File: config.mk
export PLATFORM = sky130hd
export DESIGN_NAME = universal_reg
export DESIGN_NICKNAME = d
export VERILOG_FILES = /design/src/rtl/universal_reg.sv
export SDC_FILE = /design/constraint.sdc
export NUM_CORES = 1
export LEC_CHECK = 0
export ABC_AREA = 0
export CORE_ASPECT_RATIO = 1.25
export CORE_MARGIN = 4
export CORE_UTILIZATION = 51
export DETAILED_ROUTE_END_ITERATION = 10
export HOLD_SLACK_MARGIN = 0.02
export PLACE_DENSITY = 0.84
export SLEW_MARGIN = 30
export SYNTH_ARGS = -nofsm -noshare
export SYNTH_HDL_FRONTEND = slang
export SYNTH_SLANG_ARGS = --single-unit
export TNS_END_PERCENT = 10
File: constraint.sdc
create_clock -name clk -period 6.8 [get_ports clk]
set_clock_uncertainty 0.2 [all_clocks]
set_input_delay 1.02 -clock clk [delete_from_list [all_inputs] [get_ports clk]]
set_output_delay 1.02 -clock clk [all_outputs]
set_load 0.05 [all_outputs]
File: src/rtl/universal_reg.sv
// -----------------------------------------------------------------------------
// universal_reg
//
// General-purpose datapath register for the CPU: a clocked set/clear register
// that also loads, shifts, rotates, increments and decrements. The bit moved
// out of the register (or the carry/borrow) is kept in a registered co bit.
//
// Ports:
//   clk    in   1      rising-edge clock
//   rst    in   1      synchronous active-high reset (overrides everything)
//   en     in   1      clock enable; 0 holds q/co, err still clears
//   set    in   1      q <= all ones
//   clr    in   1      q <= 0 (set & clr together is flagged on err)
//   mode   in   3      operation select, see mode_e below
//   d      in   WIDTH  parallel load data
//   sin_l  in   1      serial input entering at the MSB on SHR
//   sin_r  in   1      serial input entering at the LSB on SHL
//   q      out  WIDTH  register contents
//   co     out  1      registered carry / borrow / shifted-out bit
//   zero   out  1      combinational, q == 0
//   err    out  1      one-cycle pulse after set & clr were asserted with en
//
// Build option:
//   UREG_ARITH_SHR_EN  when defined, SHR is arithmetic (MSB replicated and
//                      sin_l ignored); otherwise SHR fills the MSB from sin_l.
// -----------------------------------------------------------------------------
module universal_reg #(
  parameter int               WIDTH     = 8,
  parameter logic [WIDTH-1:0] RESET_VAL = '0
) (
  input  logic             clk,
  input  logic             rst,
  input  logic             en,
  input  logic             set,
  input  logic             clr,
  input  logic [2:0]       mode,
  input  logic [WIDTH-1:0] d,
  input  logic             sin_l,
  input  logic             sin_r,
  output logic [WIDTH-1:0] q,
  output logic             co,
  output logic             zero,
  output logic             err
);

  typedef enum logic [2:0] {
    MODE_HOLD = 3'b000,
    MODE_LOAD = 3'b001,
    MODE_SHL  = 3'b010,
    MODE_SHR  = 3'b011,
    MODE_ROTL = 3'b100,
    MODE_ROTR = 3'b101,
    MODE_INC  = 3'b110,
    MODE_DEC  = 3'b111
  } mode_e;

  logic [WIDTH-1:0] data_q, data_d;
  logic             co_q, co_d;
  logic             err_q, err_d;
  logic             shr_fill;
  mode_e            mode_s;

  assign mode_s = mode_e'(mode);

`ifdef UREG_ARITH_SHR_EN
  assign shr_fill = data_q[WIDTH-1];
`else
  assign shr_fill = sin_l;
`endif

  // Next-state logic. Priority: en=0 > set/clr > mode.
  always_comb begin
    // NOTE: every signal gets a default before any branch so no path leaves
    // it unassigned; an unassigned path would infer a latch.
    data_d = data_q;
    co_d   = co_q;
    err_d  = 1'b0;
    if (en) begin
      if (set && clr) begin
        // Forbidden SR combination: contents and co are preserved.
        err_d = 1'b1;
      end else if (set) begin
        data_d = '1;
        co_d   = 1'b0;
      end else if (clr) begin
        data_d = '0;
        co_d   = 1'b0;
      end else begin
        case (mode_s)
          MODE_HOLD: ;
          MODE_LOAD: begin
            data_d = d;
            co_d   = 1'b0;
          end
          MODE_SHL: begin
            data_d = {data_q[WIDTH-2:0], sin_r};
            co_d   = data_q[WIDTH-1];
          end
          MODE_SHR: begin
            data_d = {shr_fill, data_q[WIDTH-1:1]};
            co_d   = data_q[0];
          end
          MODE_ROTL: begin
            data_d = {data_q[WIDTH-2:0], data_q[WIDTH-1]};
            co_d   = data_q[WIDTH-1];
          end
          MODE_ROTR: begin
            data_d = {data_q[0], data_q[WIDTH-1:1]};
            co_d   = data_q[0];
          end
          MODE_INC: begin
            // WIDTH+1-bit sum: the extra bit is the carry out of all-ones.
            {co_d, data_d} = {1'b0, data_q} + (WIDTH+1)'(1);
          end
          MODE_DEC: begin
            data_d = data_q - WIDTH'(1);
            co_d   = (data_q == '0);
          end
          default: ;
        endcase
      end
    end
  end

  always_ff @(posedge clk) begin
    // NOTE: state registers use non-blocking assignments so every register
    // samples the pre-edge values regardless of statement order.
    if (rst) begin
      data_q <= RESET_VAL;
      co_q   <= 1'b0;
      err_q  <= 1'b0;
    end else begin
      data_q <= data_d;
      co_q   <= co_d;
      err_q  <= err_d;
    end
  end

  assign q    = data_q;
  assign co   = co_q;
  assign err  = err_q;
  assign zero = (data_q == '0);

endmodule

Word level (Yosys, flattened, before mapping):

Index checks and enable logic that the tools add are counted.

* add/subtract/negate cells: 2
* eq/ne operators: 7
* multiplexer cells: 7
* bitwise logic cells: 2
* reduce and logical (&&, ||, !) cells: 9

Operators by type and width (count)
* 8-bit case mux with 7 select lines: 1
* 8-bit two-way mux: 2
* 3-bit == test, second input constant: 4
* 8-bit by 1-bit adder with 9-bit output, second input constant: 1
* 9-bit nonzero test: 1
* 8-bit zero test: 1
* 8-bit by 1-bit subtractor with 8-bit output, second input constant: 1
* 7-bit nonzero test: 1
* 3-bit by 2-bit == test with 1-bit output, second input constant: 2
* 3-bit AND reduction: 2
* 2-bit OR reduction: 3
* 1-bit case mux with 5 select lines: 1
* 3-bit by 1-bit == test with 1-bit output, second input constant: 1
* 1-bit two-way mux: 3
* 1-bit inverter: 2
* 1-bit logical AND: 1

* bits in registers: 10
* input port bits: 18
* output and inout bits: 11
* logic and storage cells: 30

Longest topological paths before layout:

Gate-level depths: netlist of the first run.

* depth in word-level cells: 5
* gate-level depth with buffers: 9
* gate-level depth less buffers: 7

Least setup slack after synthesis of the first run:

OpenSTA, ideal clock, no wires.

* path kind: reg-to-output
* start: register data_q[3], in the netlist q[3]
* end: output zero
* arrival time: 1.921 ns
* data required time: 5.580 ns
* path slack: 3.659 ns
* cell stages (with the launch flop): 4
* buffers on the path: 1
* path through: dfxtp_1 -> buf_6 -> or4_4 -> nor4b_4

* cells in the longest elaborated chain, start to end: 1

Ends and longest elaborated chain
* from (decl): line 57 `logic [WIDTH-1:0] data_q, data_d;`
* from (signal assigned): line 133 `data_q <= data_d;`
* 8-bit zero test: line 142 `assign zero = (data_q == '0);`
* to (decl): line 42 `output logic zero,`

Every way passes these cells.

Worst setup path in the final report of the first run:

* start: input mode[0]
* end: register data_q[5], in the netlist q[5]

* cells in the longest elaborated chain, start to end: 4
* elaborated cells between the ends (all ways): 12
* those cells by class: eq/ne (7); mux (3); reduce/logical (2)

Ends and longest elaborated chain
* from (decl): line 36 `input logic [2:0] mode,`
* 3-bit == test (tied with other cells): line 89 `case (mode_s)`
* 8-bit case mux with 7 select lines: line 89
* 8-bit two-way mux: line 85 `end else if (clr) begin`
* 8-bit two-way mux: line 82 `end else if (set) begin`

Parallel ways exist; a longest one is shown, timed or not.
A chain may end at the register's enable or synchronous reset.

==> results of run 1 <==
Yosys cell counts, types with 2 or more instances:
library cell	instances
nand2_1	11
dfxtp_1	10
a21oi_1	9
nor2_1	9
mux2i_1	7
clkbuf_1	6
inv_1	6
a2111oi_0	5
buf_2	5
ha_1	5
xor2_1	5
nand3_1	4
nor3_1	4
o211ai_1	4
o21ai_0	4
o21bai_1	4
o22ai_1	4
nand2b_1	3
o21a_1	3
o31ai_1	3
or3_1	3
xnor2_1	3
a211oi_1	2
a31oi_1	2
nor3b_1	2
o32ai_1	2
or3b_2	2
cell type report:
cell class	count	area [µm²]
clock buffer	4	36.28
fill	184	639.4
inverter	7	26.28
multi-input combinational	113	797.0
sequential	10	200.2
tap	20	25.02
timing repair buffer	28	280.3
power by group:
group	internal (W)	total, W	switching [W]
registers	0.0000630	0.0000748	0.0000118
clock network	0.0000325	0.0000569	0.0000243
logic	0.0000425	0.0000987	0.0000562
registers in the layout, indices dropped and copies added, names as in the netlist:
signal and flops:
q 8, co 1, err 1
through the flow:
stage	setup WS [ns]	std cells	utilization	hold slack, ns	cell area [µm²]
global placement	2.896	178	0.6629	0.2605	1329
CTS	3.102	182	0.6810	0.2760	1365
floorplan	3.659	142	-	0.4940	1082
global route	2.861	182	0.6810	0.2938	1365
detailed placement	2.808	178	0.6629	0.2609	1329
finish	3.033	182	0.6810	0.2813	1365
critical path: stages:
cell,delay (ns)
clkdlybuf4s50_1,1.05
or3b_2,0.51
a21oi_1,0.60
o2bb2ai_1,0.17
o21a_1,0.21
o22a_1,0.17
cell families (layout without fill, tap and decap cells):
| group | after synthesis | in the layout | synth area share |
|---|---|---|---|
| muxes | 7 | 7 | 0.06474 |
| buffers and inverters | 19 | 39 | 0.07860 |
| DFF | 10 | 10 | 0.1850 |
| xor gates and xnor gates | 8 | 8 | 0.06474 |
| AOI/OAI and AO/OA | 48 | 48 | 0.3098 |
| and+or+nand+nor | 45 | 45 | 0.2393 |
| adders and majority gates | 5 | 5 | 0.05780 |
metal layers:
layer | global-route usage | vias up | routed length [µm]
met4 | 0.07317 | 0 | 58
met2 | 0.3697 | 67 | 1420
met1 | 0.2820 | 544 | 1193
met3 | 0.01763 | 7 | 263
li1 | - | 578 | -
met5 | 0 | - | 0
final timing paths:
| path | from | endpoint | slack [ns] | cells past startpoint |
|---|---|---|---|---|
| min | co | co | 0.28 | 2 |
| min reg2reg | co | co | 0.28 | 2 |
| max | mode[0] | q[5] | 3.03 | 6 |
| max reg2reg | q[3] | co | 4.49 | 5 |
==> qor.csv, run 1 <==
metric,value,unit
outcome,"complete, no violations",
ant_nets,0,
postCtsResizedCells,0,
layout_common_cells,"clkdlybuf4s50_1, nand2_1, dfxtp_1",
detail_route.vias_per_cell,6.571,
synth_top_area_share,0.1850,
firstDrtPassIters,4,
tightestPinTransition,0.8822,ns
p_leak,0.5018,nW
cp_data_arrival_time,3.74,ns
crit_type,input pin to register,
synth_async_sr_flop_share,0,
die_x,49.21,µm
synth_edf_count,0,
rsz0062_at_grt,false,
cp_max_fo,23,
wl,2935,µm
grt_pass1_vias,1086,
yosysWarnings,0,
crit_required,6.77,ns
clk_pin_slew,0.08,ns
wl_per_cell,16.13,µm
nets,186,
powerDensity,168.8,mW/mm²
row_count,18,
hold_viol,0,
cts_hold_buf,0,
relSlewSlack,0.4100,
irDropWorstVdd,0.1222,mV
finalSetupViolCount,0,
antenna_found_initial,0,
drive_above_1_share,0.05556,
vias,1196,
finalCritPeriodShare,0.5540,
syn_to_final_growth,26.13,%
start_util,0.5400,
die_h,59.51,µm
yosysSeqAreaShare,0.1850,
io_buffers,28,
slew_viol_final,0,
grt_max_degree,24,
critPathCaptureType,register,
finalCriticalPeriod,3.767,ns
ys_ff_latch,10,
hold_path_class,register to register,
hpwl,2176,µm
insertion_delay,0.27,ns
post_cts_buffers,0,
syn_area_per_cell,7.622,µm²
tns,0,ns
synth-main-ff-cell,dfxtp_1,
drv_cap,0,
overflow,0,
htreeDepth,1,
cts.sinks,10,
synth_area,0.001082,mm²
grt_pass1_wl,4947,µm
setup.worst_path.start_class,input pin,
antenna_cells,0,
dieArea,0.002928,mm²
synth_area_leader_cell,dfxtp_1,
coreArea,0.002004,mm²
drc,0,
synth_cells,142,
fmax,0.2654,GHz
grt.total_usage,0.2149,
cts_buffers,3,
gp_congestion,0.8465,
num_io_pins,29,
syn-num-nets,165,
drt_iter0_drc,54,
layout_commonest_cell,clkdlybuf4s50_1,
netlist_top_cells_area,"dfxtp_1, mux2i_1, ha_1, a21oi_1, a2111oi_0",
ys_types,42,
cts-root-buf,clkbuf_4,
cts_tree,built,
cts_max_path_buffers,2,
power,0.0002304,W
Note: power is estimated with default switching activity, not from simulation.
==> run 2: changes to the inputs <==
--- a/config.mk
+++ b/config.mk
@@ -8,10 +8,10 @@
 export ABC_AREA = 0
 export CORE_ASPECT_RATIO = 1.25
 export CORE_MARGIN = 4
-export CORE_UTILIZATION = 51
+export CORE_UTILIZATION = 43
 export DETAILED_ROUTE_END_ITERATION = 10
 export HOLD_SLACK_MARGIN = 0.02
-export PLACE_DENSITY = 0.84
+export PLACE_DENSITY = 0.75
 export SLEW_MARGIN = 30
 export SYNTH_ARGS = -nofsm -noshare
 export SYNTH_HDL_FRONTEND = slang
==> constraint.sdc (replaced) <==
create_clock -name clk -period 3.3 [get_ports clk]
set_clock_uncertainty 0.2 [all_clocks]
set_input_delay 0.495 -clock clk [delete_from_list [all_inputs] [get_ports clk]]
set_output_delay 0.495 -clock clk [all_outputs]
set_load 0.05 [all_outputs]
==> run 2 against run 1 <==
- global-route usage down 3.0 points
- critical path type is now register to output port
- register-to-register slack worse by 3.5 ns
- non-clock buffer count up 7
- clock-buffer cell count unchanged
- worst setup slack worse by 2.9 ns
==> qor.csv, run 2 (synthesized netlist as in run 1, its figures left out) <==
metric,value,unit
detail_route.vias_per_cell,5.812,
gp_congestion,0.8359,
power,0.0004819,W
cts_tree,built,
finalCritPeriodShare,0.9591,
grt_pass1_vias,1076,
wl_met2,1481,µm
io_buffers,28,
drc,0,
num_io_pins,29,
wl,3016,µm
wl_per_cell,14.93,µm
timing.rr.start,q[3],
tns,0,ns
syn_to_final_growth,32.49,%
crit_required,2.60,ns
cts.sinks,10,
finalSetupViolCount,0,
highest_layer,met4,
nets,193,
whs_endpoint,co,
drv_cap,0,
relSlewSlack,0.6577,
finalCriticalPeriod,3.165,ns
grt_max_degree,14,
htreeDepth,1,
grt_pass1_wl,4899,µm
tightestPinTransition,0.5119,ns
cts_max_path_buffers,2,
vias,1174,
fmax,0.3159,GHz
grt.total_usage,0.1846,
start_util,0.4459,
slew_viol_final,0,
layout_common_cells,"clkdlybuf4s50_1, nand2_1, dfxtp_1",
dpl-instance-area,0.001398,mm²
setup.worst_path.start_class,register,
dieArea,0.003388,mm²
rr_endpoint,co,
overflow,0,
cp_data_arrival_time,2.47,ns
coreArea,0.002427,mm²
drt_iter0_drc,47,
p_leak,0.5366,nW
postCtsResizedCells,0,
layout_commonest_cell,clkdlybuf4s50_1,
insertion_delay,0.28,ns
cts_buffers,3,
rsz0062_at_grt,false,
cts-root-buf,clkbuf_4,
antenna_found_initial,0,
pre_cts_slack,0.4270,ns
die_x,52.87,µm
post_cts_buffers,0,
hold_path_class,register to register,
crit_type,register to output port,
cp_max_fo,11,
setup_ws,0.1348,ns
min_from,co,
wirelength_met1,1321,µm
irDropWorstVdd,0.3080,mV
hpwl,2321,µm
firstDrtPassIters,4,
regToRegSetupSlack,1.02,ns
critPathCaptureType,output port,
ff2ff_path_depth,5,
die_h,64.09,µm
antenna_cells,0,
regMostFlops,q,
clk_pin_slew,0.08,ns
powerDensity,336.1,mW/mm²
ant_nets,0,
largest_reg_flops,8,
outcome,"complete, no violations",
drive_above_1_share,0.09467,
finalInstanceArea,0.001434,mm²
cts_hold_buf,0,
whs_path_depth,2,
wl_met3,176,µm
hold_viol,0,
row_count,20,
## run 2: cell types whose count changed in the layout (fill, tap and decap cells not counted)
cell,delta
buf_4,+7
## run 2: worst max-delay path, stage by stage (launching register included)
cell and delay [ns]:
dfxtp_1 0.42, or4_4 0.62, nor4b_4 0.30, clkdlybuf4s50_1 0.86
## run 2: stage by stage
stage / std cells / utilization / hold slack, ns
final: 202 / 0.5907 / 0.2907
after global routing: 202 / 0.5907 / 0.3291
after CTS: 202 / 0.5907 / 0.3003
after detailed placement: 198 / 0.5758 / 0.2892
after global placement: 198 / 0.5758 / 0.2647
after floorplan: 142 / - / 0.4796
## run 2: layout make-up
cell class / count / area [µm²]
clock buffer: 4 / 36.28
fill: 226 / 993.5
inverter: 7 / 26.28
multi-input combinational: 113 / 797.0
sequential: 10 / 200.2
tap: 33 / 41.29
timing repair buffer: 35 / 332.8
## run 2: how the worst max path moves through the flow
stage          slack, ns    to  startpoint  depth (start not counted)
3_5_place_dp        0.43  zero        q[3]                          3
5_1_grt             0.05  zero        q[3]                          3
4_1_cts             0.12  zero        q[3]                          3
3_3_place_gp        0.47  zero        q[3]                          3
6_report            0.13  zero        q[3]                          3
2_1_floorplan       0.46    co        q[3]                          6
## run 2: routing by layer
metal / vias to the layer above / track usage
met3: 5 / 0.02098
met4: 0 / 0.04792
met1: 543 / 0.2383
met5: - / 0
li1: 583 / -
met2: 43 / 0.3168
## run 2: power by group
part           internal (W)  switching [W]  leakage (nW)
clock             0.0000671      0.0000501        0.0210
combinational     0.0000940       0.000120         0.433
sequential         0.000130      0.0000212        0.0824
